### src/rtl/snake_pkg.sv
// Shared heading type and helpers for the snake direction path.
// Used by direction_arbiter and its button conditioning.
package snake_pkg;

   typedef enum logic [1:0] {
      UP    = 2'b00,
      DOWN  = 2'b01,
      LEFT  = 2'b10,
      RIGHT = 2'b11
   } dir_t;

   localparam dir_t DIR_RESET = RIGHT;

   // Two headings are opposite when they share an axis bit and differ in sign.
   function automatic logic dir_opposite(input dir_t a, input dir_t b);
      return (a[1] == b[1]) && (a[0] != b[0]);
   endfunction

endpackage

### src/rtl/button_debounce.sv
// Two-flop synchronizer, debounce counter and press (rising) pulse.
// A level is accepted after DEBOUNCE_CYCLES stable differing samples.
module button_debounce #(
   parameter int DEBOUNCE_CYCLES = 4
) (
   input  logic clk,
   input  logic rst_n,
   input  logic raw,
   output logic press
);

   localparam int CNTW = (DEBOUNCE_CYCLES > 1) ? $clog2(DEBOUNCE_CYCLES) : 1;

   logic            s1;
   logic            s2;
   logic            level;
   logic [CNTW-1:0] cnt;

   // Bring the asynchronous button into the clock domain.
   always_ff @(posedge clk or negedge rst_n) begin
      if (!rst_n) begin
         s1 <= 1'b0;
         s2 <= 1'b0;
      end else begin
         s1 <= raw;
         s2 <= s1;
      end
   end

   // Count consecutive disagreeing samples; toggle the level on the last one.
   always_ff @(posedge clk or negedge rst_n) begin
      if (!rst_n) begin
         level <= 1'b0;
         cnt   <= '0;
         press <= 1'b0;
      end else begin
         press <= 1'b0;
         if (s2 != level) begin
            if (cnt == CNTW'(DEBOUNCE_CYCLES - 1)) begin
               level <= ~level;
               cnt   <= '0;
               press <= ~level;
            end else begin
               cnt <= cnt + 1'b1;
            end
         end else begin
            cnt <= '0;
         end
      end
   end

endmodule

### src/rtl/direction_arbiter.sv
// Debounces four buttons and queues legal turns, one released per step.
// Optional SNAKE_DIR_DROP_COUNT_EN adds a saturating o_drop_count output.
module direction_arbiter
   import snake_pkg::*;
#(
   parameter int DEBOUNCE_CYCLES = 4,
   parameter int QUEUE_DEPTH     = 2
) (
   input  logic                             clk,
   input  logic                             rst_n,
   input  logic                             i_up,
   input  logic                             i_down,
   input  logic                             i_left,
   input  logic                             i_right,
   input  logic                             i_step,
   input  logic                             i_restart,
   output logic [1:0]                       o_dir,
   output logic [$clog2(QUEUE_DEPTH+1)-1:0] o_pending,
   output logic                             o_drop
`ifdef SNAKE_DIR_DROP_COUNT_EN
   ,
   output logic [7:0]                       o_drop_count
`endif
);

   localparam int PW = (QUEUE_DEPTH > 1) ? $clog2(QUEUE_DEPTH) : 1;
   localparam int CW = $clog2(QUEUE_DEPTH + 1);

   logic [3:0]    raw;
   logic [3:0]    press;
   logic          any;
   dir_t          cand;
   dir_t          ref_dir;
   dir_t          dir;
   dir_t          q [QUEUE_DEPTH];
   logic [PW-1:0] head;
   logic [PW-1:0] tail;
   logic [PW-1:0] last;
   logic [CW-1:0] count;
   logic          full;
   logic          legal;
   logic          do_pop;
   logic          do_push;
   logic          do_drop;

   function automatic logic [PW-1:0] nxt(input logic [PW-1:0] p);
      return (p == PW'(QUEUE_DEPTH - 1)) ? '0 : p + 1'b1;
   endfunction

   assign raw = {i_right, i_left, i_down, i_up};

   for (genvar g = 0; g < 4; g++) begin : g_btn
      button_debounce #(
         .DEBOUNCE_CYCLES(DEBOUNCE_CYCLES)
      ) u_btn (
         .clk  (clk),
         .rst_n(rst_n),
         .raw  (raw[g]),
         .press(press[g])
      );
   end

   // Fixed priority among same-cycle presses: UP > DOWN > LEFT > RIGHT.
   always_comb begin
      cand = UP;
      any  = |press;
      priority case (1'b1)
         press[0]: cand = UP;
         press[1]: cand = DOWN;
         press[2]: cand = LEFT;
         press[3]: cand = RIGHT;
         default:  cand = UP;
      endcase
   end

   // Check the winner against the newest queued turn, or the live heading.
   always_comb begin
      last    = (tail == '0) ? PW'(QUEUE_DEPTH - 1) : tail - 1'b1;
      ref_dir = (count != '0) ? q[last] : dir;
      full    = (count == CW'(QUEUE_DEPTH));
      legal   = any && (cand != ref_dir) && !dir_opposite(cand, ref_dir);
      do_pop  = i_step && (count != '0) && !i_restart;
      do_push = legal && (!full || do_pop) && !i_restart;
      do_drop = legal && full && !do_pop && !i_restart;
   end

   // Circular turn queue and current heading.
   always_ff @(posedge clk or negedge rst_n) begin
      if (!rst_n) begin
         dir    <= DIR_RESET;
         head   <= '0;
         tail   <= '0;
         count  <= '0;
         o_drop <= 1'b0;
         for (int i = 0; i < QUEUE_DEPTH; i++) q[i] <= DIR_RESET;
      end else if (i_restart) begin
         dir    <= DIR_RESET;
         head   <= '0;
         tail   <= '0;
         count  <= '0;
         o_drop <= 1'b0;
      end else begin
         o_drop <= do_drop;
         if (do_pop) begin
            dir  <= q[head];
            head <= nxt(head);
         end
         if (do_push) begin
            q[tail] <= cand;
            tail    <= nxt(tail);
         end
         count <= count + CW'(do_push) - CW'(do_pop);
      end
   end

   assign o_dir     = dir;
   assign o_pending = count;

`ifdef SNAKE_DIR_DROP_COUNT_EN
   // Saturating count of discarded legal presses; survives restart.
   always_ff @(posedge clk or negedge rst_n) begin
      if (!rst_n) begin
         o_drop_count <= '0;
      end else if (do_drop && (o_drop_count != 8'hFF)) begin
         o_drop_count <= o_drop_count + 1'b1;
      end
   end
`endif

endmodule

### config.mk
export PLATFORM = sky130hd
export DESIGN_NAME = direction_arbiter
export DESIGN_NICKNAME = d
export VERILOG_FILES = /design/src/rtl/snake_pkg.sv /design/src/rtl/button_debounce.sv /design/src/rtl/direction_arbiter.sv
export SDC_FILE = /design/constraint.sdc
export NUM_CORES = 1
export LEC_CHECK = 0
export ABC_CLOCK_PERIOD_IN_PS = 3650
export CORE_MARGIN = 5
export CORE_UTILIZATION = 45
export DETAILED_ROUTE_END_ITERATION = 7
export GPL_TIMING_DRIVEN = 0
export PLACE_DENSITY = 0.65
export SLEW_MARGIN = 0
export SYNTH_ARGS = -nofsm -noshare
export SYNTH_HDL_FRONTEND = slang
export SYNTH_SLANG_ARGS = --single-unit
export TNS_END_PERCENT = 10
### constraint.sdc
create_clock -name clk -period 3.65 [get_ports clk]
set_input_delay 0.73 -clock clk [delete_from_list [all_inputs] [get_ports clk]]
set_output_delay 0.73 -clock clk [all_outputs]
set_load 0.1 [all_outputs]
==> run metrics <==
status finished clean; Synth area leader dfrtp_1; startpoint types register; Power Density 605 nW/um^2; clk slew on worst S/H paths 0.10 ns; count of different cell masters after synthesis 25; fraction of layout cells with a size suffix above 1 21.7%; n_diodes 0; Comb pwr share 23.6%; VDD IR-drop max 0.000273 V; Initial Utilization 46.2%; Die H 65.7 um; CTS max path bufs 2; CP cell instances clkdlybuf4s50_1; worst r2r path cells 10; total number of vias 772; vias in the first global route 847; post-cts gate resize count 0; clk_skew 0.00158 ns; final worst slack 0.912 ns; Worst Hold Depth 0; gpl congestion 0.715; Crit Path Class reg2out; Min-Delay Endpoint g_btn[3].u_btn.s2$_DFF_PN0_; CP Max Fanout 3; row cnt 20; Slew headroom 35.2%; P&R area growth vs syn 17.4%; Setup-failing EPs final 0; post-route antenna net violation count 0; commonest non-fill, non-tap cell in the layout dfrtp_1; placed cells 156; RSZ-0062 raised after global routing no; postcts setup bufs 0; Layout Nets 133; setup TNS 0 ns; die area 4320 sq um; root buf cell clkbuf_4; synth warn 0; synth top area cells dfrtp_1, dfstp_2, ha_1; post-synthesis sequential area ratio 63.2%; CP Capture Type output port; area of the mapped netlist 1400 sq um; share of power burned in the clock network 23.6%; Finished Layout Cells 164; Net Sw Frac 28.8%; Core Area 3030 sq um; worst stage delay on the critical path 1.13 ns; Worst path top cell family by delay buffers and inverters; vias per inst 4.71; first-pass GRT wire length 3460 um; Worst EP required 2.92 ns; H-tree Lvls 2; routed wire length 1800 um; DR WL/cell 11.0 um; placed wire-length estimate 1330 um; area share of the largest cell type after synthesis 51.9%; commonest cells after routing, fill and taps aside dfrtp_1, clkdlybuf4s50_1, nor2_1; TritonCTS clock tree done; Clk Latency, worst-skew pair 0.33 ns; number of max-cap violations 0; sequential power share 52.7%; DRC viols 0; Critical path buffers and inverters 1; Mean Syn Cell Area 14.0 sq um; Ports 13; total grt overflow 0; Psw 286 uW; fin crit share 75.0%; Place WS 0.808 ns; fmax 365 MHz; r2r startpoint tail$_DFFE_PN0P_; Placed Instance Area 1570 sq um; final hold vios 0; CTS Sinks 35; Final Max Slew Viols 0; reg2reg setup slack 1.30 ns; Post-CTS Hold Buffers 0; post-synthesis net count 114; Arr. time, crit path 2.01 ns; Worst Hold Launch g_btn[3].u_btn.s1$_DFF_PN0_; drt pass-1 iters 2; internal power 706 uW; Leak 0.761 nW; initial antenna violation count 0; Die Span X 65.7 um; Yosys reg bits 35; Hold Path Class reg2reg; post-route cell area 1640 sq um; Slowest-stage cell, CP clkdlybuf4s50_1; Mapped Cells 100; iteration-0 DRC count of the detailed router 10; Reg2Reg Capture Point o_pending[1]$_DFF_PN0_; Port Buf Inserts 12; Final min period 2.74 ns; Worst Tran Pin Value 0.969 ns; cts bufs inserted 5; total global-route track usage 10.8%; largest net degree at the start of global routing 36
## worst max-delay path by stage
stage	start	endpoint	slack [ns]	cells after the start
6_report	o_dir[1]$_DFFE_PN1P_	o_dir[1]	0.91	1
4_1_cts	o_dir[1]$_DFFE_PN1P_	o_dir[1]	0.88	1
5_1_grt	o_dir[1]$_DFFE_PN1P_	o_dir[1]	0.86	1
3_3_place_gp	i_step	o_pending[1]$_DFF_PN0_	0.90	10
2_1_floorplan	o_pending[1]$_DFF_PN0_	o_pending[1]$_DFF_PN0_	0.95	10
3_5_place_dp	i_step	o_pending[1]$_DFF_PN0_	0.81	10
## sequential cells by signal, summed over array words and instances, names as in the netlist
name	cells
g_btn.u_btn.cnt	8
g_btn.u_btn.level	4
g_btn.u_btn.press	4
g_btn.u_btn.s1	4
g_btn.u_btn.s2	4
head	1
o_dir	2
o_drop	1
o_pending	2
q	4
tail	1
## cells in the mapped netlist
cell type and instances:
clkbuf_1 1, mux2_4 2, xnor2_1 5, dfstp_2 6
nor2b_1 7, nor3_1 4, or3_1 1, o21ai_0 1
xor2_1 2, ha_1 6, dfrtp_1 29, or4_4 1
nor3b_1 3, nor2_1 8, o21ai_1 1, nand2_1 1
nor2_2 1, inv_1 2, and3b_1 4, a211o_1 2
a21oi_1 1, mux2i_1 4, mux2_2 6, or2_2 1
mux2_1 1
## routing by layer
metal	routed length, um	track usage, %	vias to the layer above
li1	-	-	380
met1	761	11.3	369
met2	884	17.9	17
met3	114	5.13	6
met4	40	5.44	0
met5	0	0	-
## area by class of cell
class                           count  area [sq um]
Tap cell                           44          55.1
Sequential cell                    35           883
Inverter                            2          7.51
Clock inverter                      1          7.51
Timing Repair Buffer               12           115
Buffer                              1          3.75
Clock buffer                        7          65.1
Multi-Input combinational cell     62           503
Fill cell                         275          1390
## per-stage QoR
stage	utilization [%]	hold slack [ns]	power (mW)
finish	54.2	0.357	0.993
global route	54.2	0.364	1.07
CTS	54.2	0.360	1.01
detailed placement	51.8	0.336	0.773
global placement	51.9	0.333	0.754
floorplan	-	0.331	0.711
## kinds of logic after synthesis
kind of cell / count (synthesis) / share of synthesized area [%]
compound gates: 5 / 2.33
xor+xnor: 7 / 4.39
fa+ha+maj: 6 / 5.37
buf+inv: 3 / 0.806
flops: 35 / 63.2
mux: 13 / 10.7
simple gates: 31 / 13.2
## power by group through the flow
stage | clock, mW | combinational, mW | sequential, mW
after floorplan | 0 | 0.152 | 0.559
after global placement | 0 | 0.227 | 0.527
after detailed placement | 0 | 0.240 | 0.533
after CTS | 0.248 | 0.240 | 0.525
after global routing | 0.266 | 0.268 | 0.536
final | 0.235 | 0.235 | 0.523
No activity file was read; power rests on OpenSTA's default activity.
